**src/rtl/sa_pkg.sv**
```systemverilog
// Shared types and defaults for the systolic tile result writer.
package sa_pkg;

    localparam int unsigned N_DEFAULT  = 8;
    localparam int unsigned AW_DEFAULT = 12;

    // One quantized tile row; element 0 is column 0.
    typedef logic [N_DEFAULT-1:0][7:0] row_t;

    // Write-side payload as buffered in the FIFO.
    typedef struct packed {
        logic [AW_DEFAULT-1:0] addr;
        row_t                  data;
    } wr_beat_t;

    typedef enum logic [1:0] {
        IDLE  = 2'd0,
        RUN   = 2'd1,
        DRAIN = 2'd2,
        FIN   = 2'd3
    } wr_state_e;

endpackage

```
**src/rtl/sync_fifo.sv**
```systemverilog
// Pointer/count synchronous FIFO with a registered head and registered flags.
module sync_fifo #(
    parameter int unsigned WIDTH = 8,
    parameter int unsigned DEPTH = 4,
    localparam int unsigned PW   = $clog2(DEPTH)
) (
    input  logic             clk,
    input  logic             rst_n,
    input  logic             flush,
    input  logic             push,
    input  logic             pop,
    input  logic [WIDTH-1:0] din,
    output logic [WIDTH-1:0] dout,
    output logic             full,
    output logic             empty,
    output logic [PW:0]      count
);

    logic [WIDTH-1:0] mem [DEPTH];
    logic [PW-1:0]    rd_ptr;
    logic [PW-1:0]    wr_ptr;
    logic [PW-1:0]    rd_ptr_inc;
    logic             do_push;
    logic             do_pop;
    logic [PW:0]      count_nxt;
    logic [WIDTH-1:0] head_nxt;

    // Handshake qualification, next occupancy and next head word.
    always_comb begin
        do_pop     = pop && !empty;
        do_push    = push && (!full || do_pop);
        rd_ptr_inc = rd_ptr + PW'(1);
        count_nxt  = count;
        if (do_push && !do_pop) begin
            count_nxt = count + (PW+1)'(1);
        end else if (!do_push && do_pop) begin
            count_nxt = count - (PW+1)'(1);
        end
        head_nxt = dout;
        if (count_nxt != '0) begin
            if (do_pop) begin
                head_nxt = (count == (PW+1)'(1)) ? din : mem[rd_ptr_inc];
            end else if (empty && do_push) begin
                head_nxt = din;
            end
        end
    end

    // Storage array write port.
    always_ff @(posedge clk) begin
        if (do_push && !flush) begin
            mem[wr_ptr] <= din;
        end
    end

    // Pointers, occupancy, flags and head register.
    always_ff @(posedge clk or negedge rst_n) begin
        if (!rst_n) begin
            rd_ptr <= '0;
            wr_ptr <= '0;
            count  <= '0;
            empty  <= 1'b1;
            full   <= 1'b0;
            dout   <= '0;
        end else if (flush) begin
            rd_ptr <= '0;
            wr_ptr <= '0;
            count  <= '0;
            empty  <= 1'b1;
            full   <= 1'b0;
        end else begin
            if (do_push) begin
                wr_ptr <= wr_ptr + PW'(1);
            end
            if (do_pop) begin
                rd_ptr <= rd_ptr_inc;
            end
            count <= count_nxt;
            empty <= (count_nxt == '0);
            full  <= (count_nxt == (PW+1)'(DEPTH));
            dout  <= head_nxt;
        end
    end

endmodule

```
**src/rtl/sa_result_writer.sv**
```systemverilog
// Addresses tile-row beats from the systolic array and writes them to the output SRAM.
module sa_result_writer
    import sa_pkg::*;
#(
    parameter int unsigned N          = N_DEFAULT,
    parameter int unsigned FIFO_DEPTH = 4,
    parameter int unsigned AW         = AW_DEFAULT
) (
    input  logic                clk,
    input  logic                rst_n,
    input  logic                start,
    input  logic [7:0]          row_shape,
    input  logic [7:0]          col_shape,
    input  logic                in_wen_n,
    input  logic [AW-1:0]       in_waddr,
    input  logic [N-1:0][7:0]   in_data,
    output logic                mem_req,
    input  logic                mem_gnt,
    output logic                mem_wen_n,
    output logic [AW-1:0]       mem_waddr,
    output logic [N*8-1:0]      mem_wdata,
    output logic                busy,
    output logic                done,
    output logic                overflow
);

    localparam int unsigned WORD_W = N * 8;
    localparam int unsigned BEAT_W = AW + WORD_W;
    localparam int unsigned BCW    = (N > 1) ? $clog2(N) : 1;
    localparam int unsigned CW     = $clog2(FIFO_DEPTH) + 1;

    wr_state_e         state;
    wr_state_e         state_nxt;
    logic              busy_nxt;
    logic              done_nxt;

    logic [7:0]        rs_q;
    logic [7:0]        cs_q;
    logic [BCW-1:0]    beat_cnt;
    logic [7:0]        tile_col;
    logic [7:0]        tile_row;

    logic              accept;
    logic              pop;
    logic              last_beat;
    logic              zero_shape;
    logic [31:0]       addr_full;

    logic [BEAT_W-1:0] fifo_din;
    logic [BEAT_W-1:0] fifo_dout;
    logic              fifo_full;
    logic              fifo_empty;
    logic [CW-1:0]     fifo_count;

    // The array-side address is informational only.
    logic              unused_waddr;
    assign unused_waddr = ^in_waddr;

    // Beat acceptance, transfer detection and row-major address of the current beat.
    always_comb begin
        accept     = (state == RUN) && !in_wen_n && !start;
        pop        = mem_req && mem_gnt;
        zero_shape = (row_shape == 8'd0) || (col_shape == 8'd0);
        last_beat  = (beat_cnt == BCW'(N - 1)) &&
                     (tile_col == cs_q - 8'd1) &&
                     (tile_row == rs_q - 8'd1);
        addr_full  = (32'(tile_row) * 32'(N) + 32'(beat_cnt)) * 32'(cs_q) + 32'(tile_col);
        fifo_din   = {AW'(addr_full), in_data};
    end

    sync_fifo #(
        .WIDTH (BEAT_W),
        .DEPTH (FIFO_DEPTH)
    ) u_fifo (
        .clk   (clk),
        .rst_n (rst_n),
        .flush (start),
        .push  (accept),
        .pop   (pop),
        .din   (fifo_din),
        .dout  (fifo_dout),
        .full  (fifo_full),
        .empty (fifo_empty),
        .count (fifo_count)
    );

    assign mem_req   = !fifo_empty;
    assign mem_wen_n = !(mem_req && mem_gnt);
    assign mem_waddr = fifo_dout[BEAT_W-1 -: AW];
    assign mem_wdata = fifo_dout[WORD_W-1:0];

    // Job sequencing: next state plus busy/done for the following cycle.
    always_comb begin
        state_nxt = state;
        if (start) begin
            state_nxt = zero_shape ? FIN : RUN;
        end else begin
            case (state)
                IDLE:    state_nxt = IDLE;
                RUN:     if (accept && last_beat) state_nxt = DRAIN;
                DRAIN:   if (fifo_empty || (pop && fifo_count == CW'(1))) state_nxt = FIN;
                FIN:     state_nxt = IDLE;
                default: state_nxt = IDLE;
            endcase
        end
        busy_nxt = (state_nxt != IDLE);
        done_nxt = (state_nxt == FIN);
    end

    // State register with registered status outputs.
    always_ff @(posedge clk or negedge rst_n) begin
        if (!rst_n) begin
            state <= IDLE;
            busy  <= 1'b0;
            done  <= 1'b0;
        end else begin
            state <= state_nxt;
            busy  <= busy_nxt;
            done  <= done_nxt;
        end
    end

    // Tile/beat counters (beat innermost, then column, then row) and sticky overflow.
    always_ff @(posedge clk or negedge rst_n) begin
        if (!rst_n) begin
            rs_q     <= '0;
            cs_q     <= '0;
            beat_cnt <= '0;
            tile_col <= '0;
            tile_row <= '0;
            overflow <= 1'b0;
        end else if (start) begin
            rs_q     <= row_shape;
            cs_q     <= col_shape;
            beat_cnt <= '0;
            tile_col <= '0;
            tile_row <= '0;
            overflow <= 1'b0;
        end else if (accept) begin
            if (fifo_full && !pop) begin
                overflow <= 1'b1;
            end
            if (beat_cnt == BCW'(N - 1)) begin
                beat_cnt <= '0;
                if (tile_col == cs_q - 8'd1) begin
                    tile_col <= '0;
                    tile_row <= (tile_row == rs_q - 8'd1) ? 8'd0 : tile_row + 8'd1;
                end else begin
                    tile_col <= tile_col + 8'd1;
                end
            end else begin
                beat_cnt <= beat_cnt + BCW'(1);
            end
        end
    end

endmodule

```
**config.mk**
```make
export PLATFORM = sky130hd
export DESIGN_NAME = sa_result_writer
export DESIGN_NICKNAME = d
export VERILOG_FILES = /design/src/rtl/sa_pkg.sv /design/src/rtl/sync_fifo.sv /design/src/rtl/sa_result_writer.sv
export SDC_FILE = /design/constraint.sdc
export NUM_CORES = 1
export LEC_CHECK = 0
export CELL_PAD_IN_SITES_DETAIL_PLACEMENT = 1
export CELL_PAD_IN_SITES_GLOBAL_PLACEMENT = 2
export CORE_MARGIN = 2
export CORE_UTILIZATION = 42
export DETAILED_ROUTE_END_ITERATION = 10
export HOLD_SLACK_MARGIN = 0.06
export PLACE_DENSITY = 0.89
export REMOVE_ABC_BUFFERS = 1
export SYNTH_ARGS = -nofsm -noshare
export SYNTH_HDL_FRONTEND = slang
export SYNTH_SLANG_ARGS = --single-unit
```
**constraint.sdc**
```tcl
create_clock -name clk -period 5.3 [get_ports clk]
set_clock_uncertainty 0.1 [all_clocks]
set_input_delay 1.06 -clock clk [delete_from_list [all_inputs] [get_ports clk]]
set_output_delay 1.06 -clock clk [all_outputs]
set_load 0.03 [all_outputs]
```
Word-level counts from Yosys, hierarchy flattened:

Memories as Yosys holds them, arrays and structs flattened.
Cells that the tools add are included.
W data, S select, Z words.

* register bits: 125
* memory bits (writable): 304
* input port bits: 97
* output and inout bits: 81
* logic and storage cells: 114
* memories kept: 1

Memories
* u_fifo.mem: depth 4, width 76, rd ports 1, clocked after memory_dff 0, wr ports 1, RTL line sync_fifo.sv:19 `logic [WIDTH-1:0] mem [DEPTH];`

* add/sub/neg operators: 11
* $mul: 1
* equal/unequal tests: 9
* muxes and demuxes: 34
* bitwise logic cells: 1
* reductions and logical operators: 42

Operator list (count)
* $mux W76: 3
* $mux W8: 9
* $mux W3: 6
* $add A8 B1 Y8 const B: 2
* $eq A8 B8 Y1: 2
* $logic_not A8 Y1: 2
* $mux W2: 8
* $reduce_bool A2 Y1: 8
* $sub A8 B1 Y8 const B: 2
* $logic_and A1 B1 Y1: 14
* $add A11 B3 Y12: 1
* $add A12 B8 Y12: 1
* $mul A12 B8 Y12: 1
* $logic_not A1 Y1: 7
* $mux W1: 7
* $add A3 B1 Y3 const B: 2
* $eq A2 B2 Y1 const B: 3
* $eq A3 B3 Y1 const B: 2
* $pmux W2 S3: 1
* $reduce_and A3 Y1: 2
* $add A2 B1 Y2 const B: 2
* $reduce_and A2 Y1: 2
* $eq A3 B1 Y1 const B: 1
* $logic_not A3 Y1: 1
* 7 further kinds: 9

Longest topological paths before layout:

Gate-level depths: netlist of the first run.

* depth after elaboration: 11
* depth in mapped cells: 18
* gate-level depth less buffers: 17

Modules after synthesis:

From an unflattened synthesis of the first run, not the netlist that was laid out.

* cells, all modules: 1210
* area, all modules: 19871.6 sq um

By module, submodules not included
* sync_fifo: times used 1, cells each 709, area each 15449.8 sq um, seq. area each 11257.0 sq um
* sa_result_writer: times used 1, cells each 501, area each 4421.7 sq um, seq. area each 1001.0 sq um

Worst setup path before layout of the first run:

OpenSTA, ideal clock, no wires.

* path kind: in2reg
* from: input in_wen_n
* to: memory u_fifo.mem[0][0] (netlist name) (enable)
* library setup time: 0.443 ns
* data arrival time: 3.840 ns
* path slack: 0.917 ns
* stages: 4
* path buffers: 1
* cell sequence: or3b_1 -> buf_2 -> a211oi_1 -> and2_1

* longest elaborated chain between the ends: 7

RTL lines
* from (decl): RTL line sa_result_writer.sv:14 `input logic in_wen_n,`
* $logic_not A1 Y1: RTL line sa_result_writer.sv:61 `accept = (state == RUN) && !in_wen_n && !start;`
* $logic_and A1 B1 Y1 (2 in a row): RTL line sa_result_writer.sv:61
* $logic_and A1 B1 Y1: RTL line sync_fifo.sv:31 `do_push = push && (!full || do_pop);`
* $logic_and A1 B1 Y1: RTL line sync_fifo.sv:51 `if (do_push && !flush) begin`
* $mux W1: RTL line sync_fifo.sv:51
* $mux W1 (implied by the code): RTL line sync_fifo.sv:52 `mem[wr_ptr] <= din;`
* to (decl): RTL line sync_fifo.sv:19

No other way between the ends.

Worst setup path in the final report of the first run:

* from: register cs_q[3]
* to: register u_fifo.dout[75]

* longest elaborated chain between the ends: 4
* elaborated cells on any way between the ends: 5

RTL lines
* from (decl): RTL line sa_result_writer.sv:38 `logic [7:0] cs_q;`
* from (signal assigned): RTL line sa_result_writer.sv:134 `cs_q <= col_shape;`
* $mul A12 B8 Y12 (*): RTL line sa_result_writer.sv:67 `addr_full = (32'(tile_row) * 32'(N) + 32'(beat_cnt)) * 32'(cs_q) + 32'(tile_col);`
* $add A12 B8 Y12 (*): RTL line sa_result_writer.sv:67
* net addr_full[11]: RTL line sa_result_writer.sv:47 `logic [31:0] addr_full;`
* $mux W76, on equally long branches: RTL line sync_fifo.sv:43, sync_fifo.sv:42
* $mux W76 (*): RTL line sync_fifo.sv:41 `if (do_pop) begin`
* to (signal assigned): RTL line sync_fifo.sv:81 `dout <= head_nxt;`
* to (decl): RTL line sync_fifo.sv:13 `output logic [WIDTH-1:0] dout,`

Mark *: on every way through the listed nets, which the timed path passes. The rest lies on a longest branch. The select of a mux whose other input is x is not followed.
A chain may end at the register's enable or synchronous reset.

==> results_dict.tcl, run 1 <==
set metrics [dict create \
    num_io_pins 178 \
    status "finished, final reports clean" \
    fin_crit_sh 0.900 \
    dp_slack_ns 0.487 \
    cts_tree "done" \
    synthCells 1294 \
    power.share.combinational 0.284 \
    setup_tns_ns 0 \
    synth-edff-count 304 \
    async_flop_share 0.291 \
    yosys.area.top_type_share 0.471 \
    numClockSinks 429 \
    worstPathRequired_ns 5.70 \
    drive_gt1_frac 0.128 \
    grt_use_total 0.195 \
    p_clk_frac 0.297 \
    use_met3 0.0313 \
    seqPwrFrac 0.419 \
    ys_seq_area_frac 0.633 \
    p_per_area_nw_per_um2 450 \
    antenna_found_initial 1 \
    grt_pass1_wl_um 72100 \
    path_clk_slew_ns 0.07 \
    p_leak_nw 8.33 \
    synth_cell_type_count 59 \
    post_cts_buffers 0 \
    yosysWarnings 0 \
    final_net_count 1636 \
    ctsHtreeMaxLevel 2 \
    worst_pin_slew_ns 1.01 \
    die_h_um 219 \
    cts_buffers 45 \
    coreArea_um2 45500 \
    dp_hpwl_um 27600 \
    ant_nets 0 \
    cts_root_buf "clkbuf_16" \
    hold_class "flop to flop" \
    finish.utilization 0.510 \
    rsz0062_at_grt "no" \
    antenna-diode-count 0 \
    drt_iter0_drc 613 \
    grt_pass1_vias 12600 \
    routabilityCongestion 0.791 \
    drt-vias-per-instance 5.36 \
    drcViolationCount 0 \
    power.net_switching_mw 3.37 \
    slew_headroom 0.324 \
    ys_top_cells_by_count "304 x edfxtp_1, 124 x dfrtp_1, 108 x nor2_1, 94 x a21oi_1, 82 x inv_1" \
    insertion_delay_ns 0.57 \
    grt_max_degree 96 \
    period_minus_slack_ns 4.77 \
    routed_wirelength_um 44800 \
    hold_viol 0 \
    first_pass_iters 5 \
    synth_area_leader_cell "edfxtp_1" \
    grt-ovfl-total 0 \
    floorplan.rows 78 \
    cellInternalPower_mw 7.07 \
    areaGrowthSynthToFinish_pct 19.8 \
    switching_share 0.323 \
    post_cts_resized 0 \
    irDropWorstVdd_v 0.000356 \
    fmax_mhz 210 \
    worstPathArrival_ns 5.18 \
    top_usage_layer "met2" \
    wl_per_cell_um 21.4 \
    vias 11200 \
    critical_path_class "flop to flop" \
    synthTopCellsByArea "edfxtp_1 47%, dfrtp_1 16%, mux4_2 8.8%" \
    cap_violations 0 \
    grt_use_met2 0.336 \
    hold_buffers 0 \
    fp.dieW_um 219 \
    netlist_area_um2 19400 \
    synth_area_per_cell_um2 15.0 \
    setup_viol 0 \
    portBuffers 165 \
    cts_buffer_depth 3 \
    grtUsageMet1 0.259 \
    start_util 0.426 \
    finalPower_mw 10.4 \
    fp.dieArea_um2 47800 \
    setup_ws_ns 0.530 \
    hold_slack_ns 0.411 \
    worstPathMaxFanout 14 \
    ys_ff_latch 429 \
    critPathLaunchType "flop" \
    maxSlewViolCount 0 \
    synth.most_common_cell "edfxtp_1" \
    synth_flop_cell "edfxtp_1" \
    cp-end-kind "flop" \
]
-- metrics by stage --
stage	instances	cell area, um^2
floorplan	1227	19100
finish	2096	23200
global placement	2012	21800
global route	2096	23200
detailed placement	2012	21800
CTS	2096	23200
-- logic make-up (layout without fill, tap and decap cells) --
group | count (synthesis) | in the layout | synth area share
multiplexers | 166 | 166 | 0.136
flip-flops | 429 | 429 | 0.633
AND/OR/NAND/NOR | 280 | 280 | 0.0675
AO/OA/AOI/OAI | 144 | 144 | 0.0437
buffers and inverters | 150 | 352 | 0.0307
XOR/XNOR | 45 | 45 | 0.0211
adder cells (fa/ha/maj) | 80 | 80 | 0.0684
-- power groups by stage --
stage	logic, mW	registers (mW)	clock network (mW)
global route	3.20	4.44	3.31
CTS	3.00	4.39	3.17
detailed placement	2.97	4.45	0
floorplan	1.30	4.95	0
finish	2.96	4.38	3.10
global placement	2.88	4.41	0
-- critical path, cell delays in order, from the launching register on --
cell,delay (ns)
dfrtp_1,0.69
and2_1,0.23
fa_1,0.46
fa_1,0.51
fa_1,0.49
inv_1,0.05
fa_1,0.47
inv_1,0.04
ha_1,0.33
a41oi_1,0.21
o21ai_0,0.19
o31ai_1,0.30
xor2_1,0.34
mux2i_1,0.12
a21oi_1,0.17
-- flip-flops by register name, summed over array words and instances, names as in the netlist, 3 cells and up --
name / flops
tile_row: 8
beat_cnt: 3
cs_q: 8
rs_q: 8
u_fifo.count: 3
u_fifo.dout: 76
tile_col: 8
u_fifo.mem: 304
-- cells in the final DEF, fill, tap and decap left out, types with 14 or more instances in the layout --
cell type / instances
dfrtp_1: 122
clkbuf_16: 46
o21ai_0: 19
inv_1: 82
mux2i_1: 78
nand2_1: 69
nor2_1: 107
and2_1: 33
edfxtp_1: 304
a21oi_1: 94
clkdlybuf4s50_1: 164
xnor2_1: 32
fa_1: 43
nor3_1: 14
mux4_2: 76
ha_1: 37
-- routing by layer --
metal,wire (um),share of wire
met1,19200,0.43
met2,22700,0.51
met3,2080,0.047
met4,781,0.017
met5,11,0.00025
-- path summary, 6_finish.rpt --
check,start,end,slack [ns],cells past startpoint
max reg2reg,cs_q[3],u_fifo.dout[75],0.53,14
min,overflow,overflow,0.41,2
max,cs_q[3],u_fifo.dout[75],0.53,14
max in group asynchronous,rst_n,u_fifo.dout[9],3.46,2
min in group asynchronous,rst_n,u_fifo.dout[35],0.48,1
min reg2reg,overflow,overflow,0.41,2
-- final cells by class --
class | instances | area (um^2)
clock buffers | 61 | 1230
clock inverters | 23 | 219
fillers | 4458 | 22300
inverters | 83 | 312
multi-input cells | 715 | 6530
flip-flops and latches | 429 | 12300
well taps | 600 | 751
repair buffers | 185 | 1900
(Power assumes the default switching activity.)
==> run 2: changes to the inputs <==
CORE_ASPECT_RATIO = 1.1   (was unset)
clock period = 4.78 ns   (was 5.3 ns; I/O delays follow)
==> run 2 against run 1 <==
- count of clock-buffer cells in the layout shrank 2
- first-iteration DRC count fell by 8.0%
- clock power up 13%
- non-clock buffer count is 24 higher
- via count rose by 1.8%
- flip-flop and latch count did not move
- critical path depth grew 1
- maximum frequency rose by 5.0%
- combinational power grew 14%
- largest cell class unchanged
- largest power group unchanged
==> results_dict.tcl, run 2 (synthesis gave the netlist of run 1 again) <==
set metrics [dict create \
    dp_slack_ns 0.0234 \
    fp.dieW_um 209 \
    cellInternalPower_mw 7.95 \
    reg.largest.list "u_fifo.mem (304), u_fifo.dout (76)" \
    routed_wirelength_um 45600 \
    worstPathRequired_ns 5.02 \
    start_util 0.425 \
    drt-vias-per-instance 5.43 \
    first_pass_iters 5 \
    p_leak_nw 8.48 \
    num_io_pins 178 \
    vias 11400 \
    instances_no_fill 2109 \
    hold_viol 0 \
    wl_per_cell_um 21.6 \
    worstPathArrival_ns 4.78 \
    areaGrowthSynthToFinish_pct 21.2 \
    dp.cells 2020 \
    cap_violations 0 \
    seqPwrFrac 0.413 \
    cp-end-kind "flop" \
    critPathLaunchType "flop" \
    portBuffers 165 \
    fmax_mhz 220 \
    cts_root_buf "clkbuf_16" \
    hold_slack_ns 0.315 \
    critical_path_class "flop to flop" \
    status "finished, final reports clean" \
    grt_use_total 0.197 \
    maxSlewViolCount 0 \
    fin_area_um2 23500 \
    floorplan.rows 82 \
    worst_pin_slew_ns 0.930 \
    switching_share 0.323 \
    grt-ovfl-total 0 \
    final_net_count 1660 \
    drcViolationCount 0 \
    slew_headroom 0.380 \
    worstPathMaxFanout 12 \
    largest_reg_flops 304 \
    die_h_um 229 \
    setup_viol 0 \
    ctsHtreeMaxLevel 2 \
    irDropWorstVdd_v 0.000309 \
    cts_buffers 45 \
    coreArea_um2 45600 \
    dp_hpwl_um 28300 \
    antenna_found_initial 2 \
    layout_commonest_cell "edfxtp_1" \
    p_per_area_nw_per_um2 501 \
    setup_ws_ns 0.237 \
    grt_pass1_wl_um 73300 \
    drive_gt1_frac 0.145 \
    drt_iter0_drc 564 \
    power.share.combinational 0.288 \
    grt_pass1_vias 12900 \
    regMostFlops "u_fifo.mem" \
    final_cell_mix "304 x edfxtp_1, 164 x clkdlybuf4s50_1, 119 x dfrtp_1" \
    path_clk_slew_ns 0.06 \
    dpl_cell_area_um2 21900 \
    fp.dieArea_um2 47800 \
    hold_class "input port to asynchronous set/reset pin" \
    crit_chain "buf_4 -> and2_1 -> fa_1 -> ha_1 -> ha_1 -> fa_1 -> ha_1 -> fa_1 -> a21o_1 -> a41oi_1 -> o21ai_0 -> o31ai_1 -> xor2_1 -> buf_4 -> buf_4" \
    routabilityCongestion 0.799 \
    critPathSlowestCell "dfrtp_2" \
    finalPower_mw 11.7 \
    numClockSinks 429 \
    grt_max_degree 77 \
    rsz0062_at_grt "no" \
    fin_crit_sh 0.950 \
    max_stage_delay_ns 0.49 \
    cts_tree "done" \
    ant_nets 0 \
    power.net_switching_mw 3.80 \
    cts_buffer_depth 3 \
    period_minus_slack_ns 4.54 \
    p_clk_frac 0.299 \
    insertion_delay_ns 0.58 \
]
[run 2: cell count changes in the layout (fill, tap and decap cells not counted)]
| cell | change |
|---|---|
| clkbuf_8 | +4 |
| clkbuf_1 | -6 |
| clkinv_4 | -1 |
| buf_4 | +20 |
| inv_8 | +1 |
| clkinvlp_4 | +1 |
| inv_6 | -1 |
| dfrtp_2 | +3 |
| clkinv_1 | +3 |
| buf_12 | +4 |
| dfrtp_1 | -3 |
| diode_2 | +1 |
| clkinv_2 | -1 |
[run 2: final cells by class]
| type | count | area [um^2] |
|---|---|---|
| fillers | 4450 | 22100 |
| flip-flops and latches | 429 | 12300 |
| multi-input cells | 715 | 6530 |
| repair buffers | 209 | 2130 |
| clock buffers | 59 | 1260 |
| well taps | 588 | 736 |
| inverters | 83 | 312 |
| clock inverters | 25 | 226 |
| diodes | 1 | 2.50 |
[run 2: power by group through the flow]
stage                     logic [mW]  registers [mW]  clock network (mW)
after CTS                       3.42            4.87                3.60
after floorplan                 1.44            5.49                   0
after global routing            3.64            4.91                3.73
after detailed placement        3.37            4.93                   0
final                           3.38            4.85                3.51
after global placement          3.26            4.89                   0
[run 2: per-layer routing]
layer,vias to the layer above,GRT usage,share of wire
met2,257,0.346,0.51
met4,2,0.0435,0.017
met5,-,0,0.00035
li1,5106,-,-
met1,6019,0.253,0.42
met3,59,0.0383,0.049
[run 2: what timing repair did]
item / in CTS / in global routing
gates resized for setup: 0 / 3
endpoints found under the setup margin: 0 / 11
hold buffers: 0 / 0
setup buffers: 0 / 4
[run 2: worst max-delay path: cells and delay by family, from the launching register on]
kind	cells	cell delay (ns)
buffers and inverters	3	0.44
adder cells (fa/ha/maj)	6	2.15
AO/OA/AOI/OAI	4	0.87
flip-flops	1	0.49
XOR/XNOR	1	0.11
AND/OR/NAND/NOR	1	0.14
[run 2: through the flow]
step	TNS (ns)	util
floorplan	-164.42	-
global route	0	0.515
CTS	0	0.514
global placement	0	0.482
finish	0	0.515
detailed placement	0	0.482
[run 2: path summary, 6_finish.rpt]
path / start / cells after the start / end / slack, ns
setup / recovery: cs_q[0] / 15 / u_fifo.mem[3][75] / 0.24
hold / removal: rst_n / 1 / u_fifo.dout[7] / 0.32
setup reg to reg: cs_q[0] / 15 / u_fifo.mem[3][75] / 0.24
hold reg to reg: overflow / 2 / overflow / 0.40
max in group asynchronous: rst_n / 2 / u_fifo.dout[75] / 3.25
min in group clk: overflow / 2 / overflow / 0.40
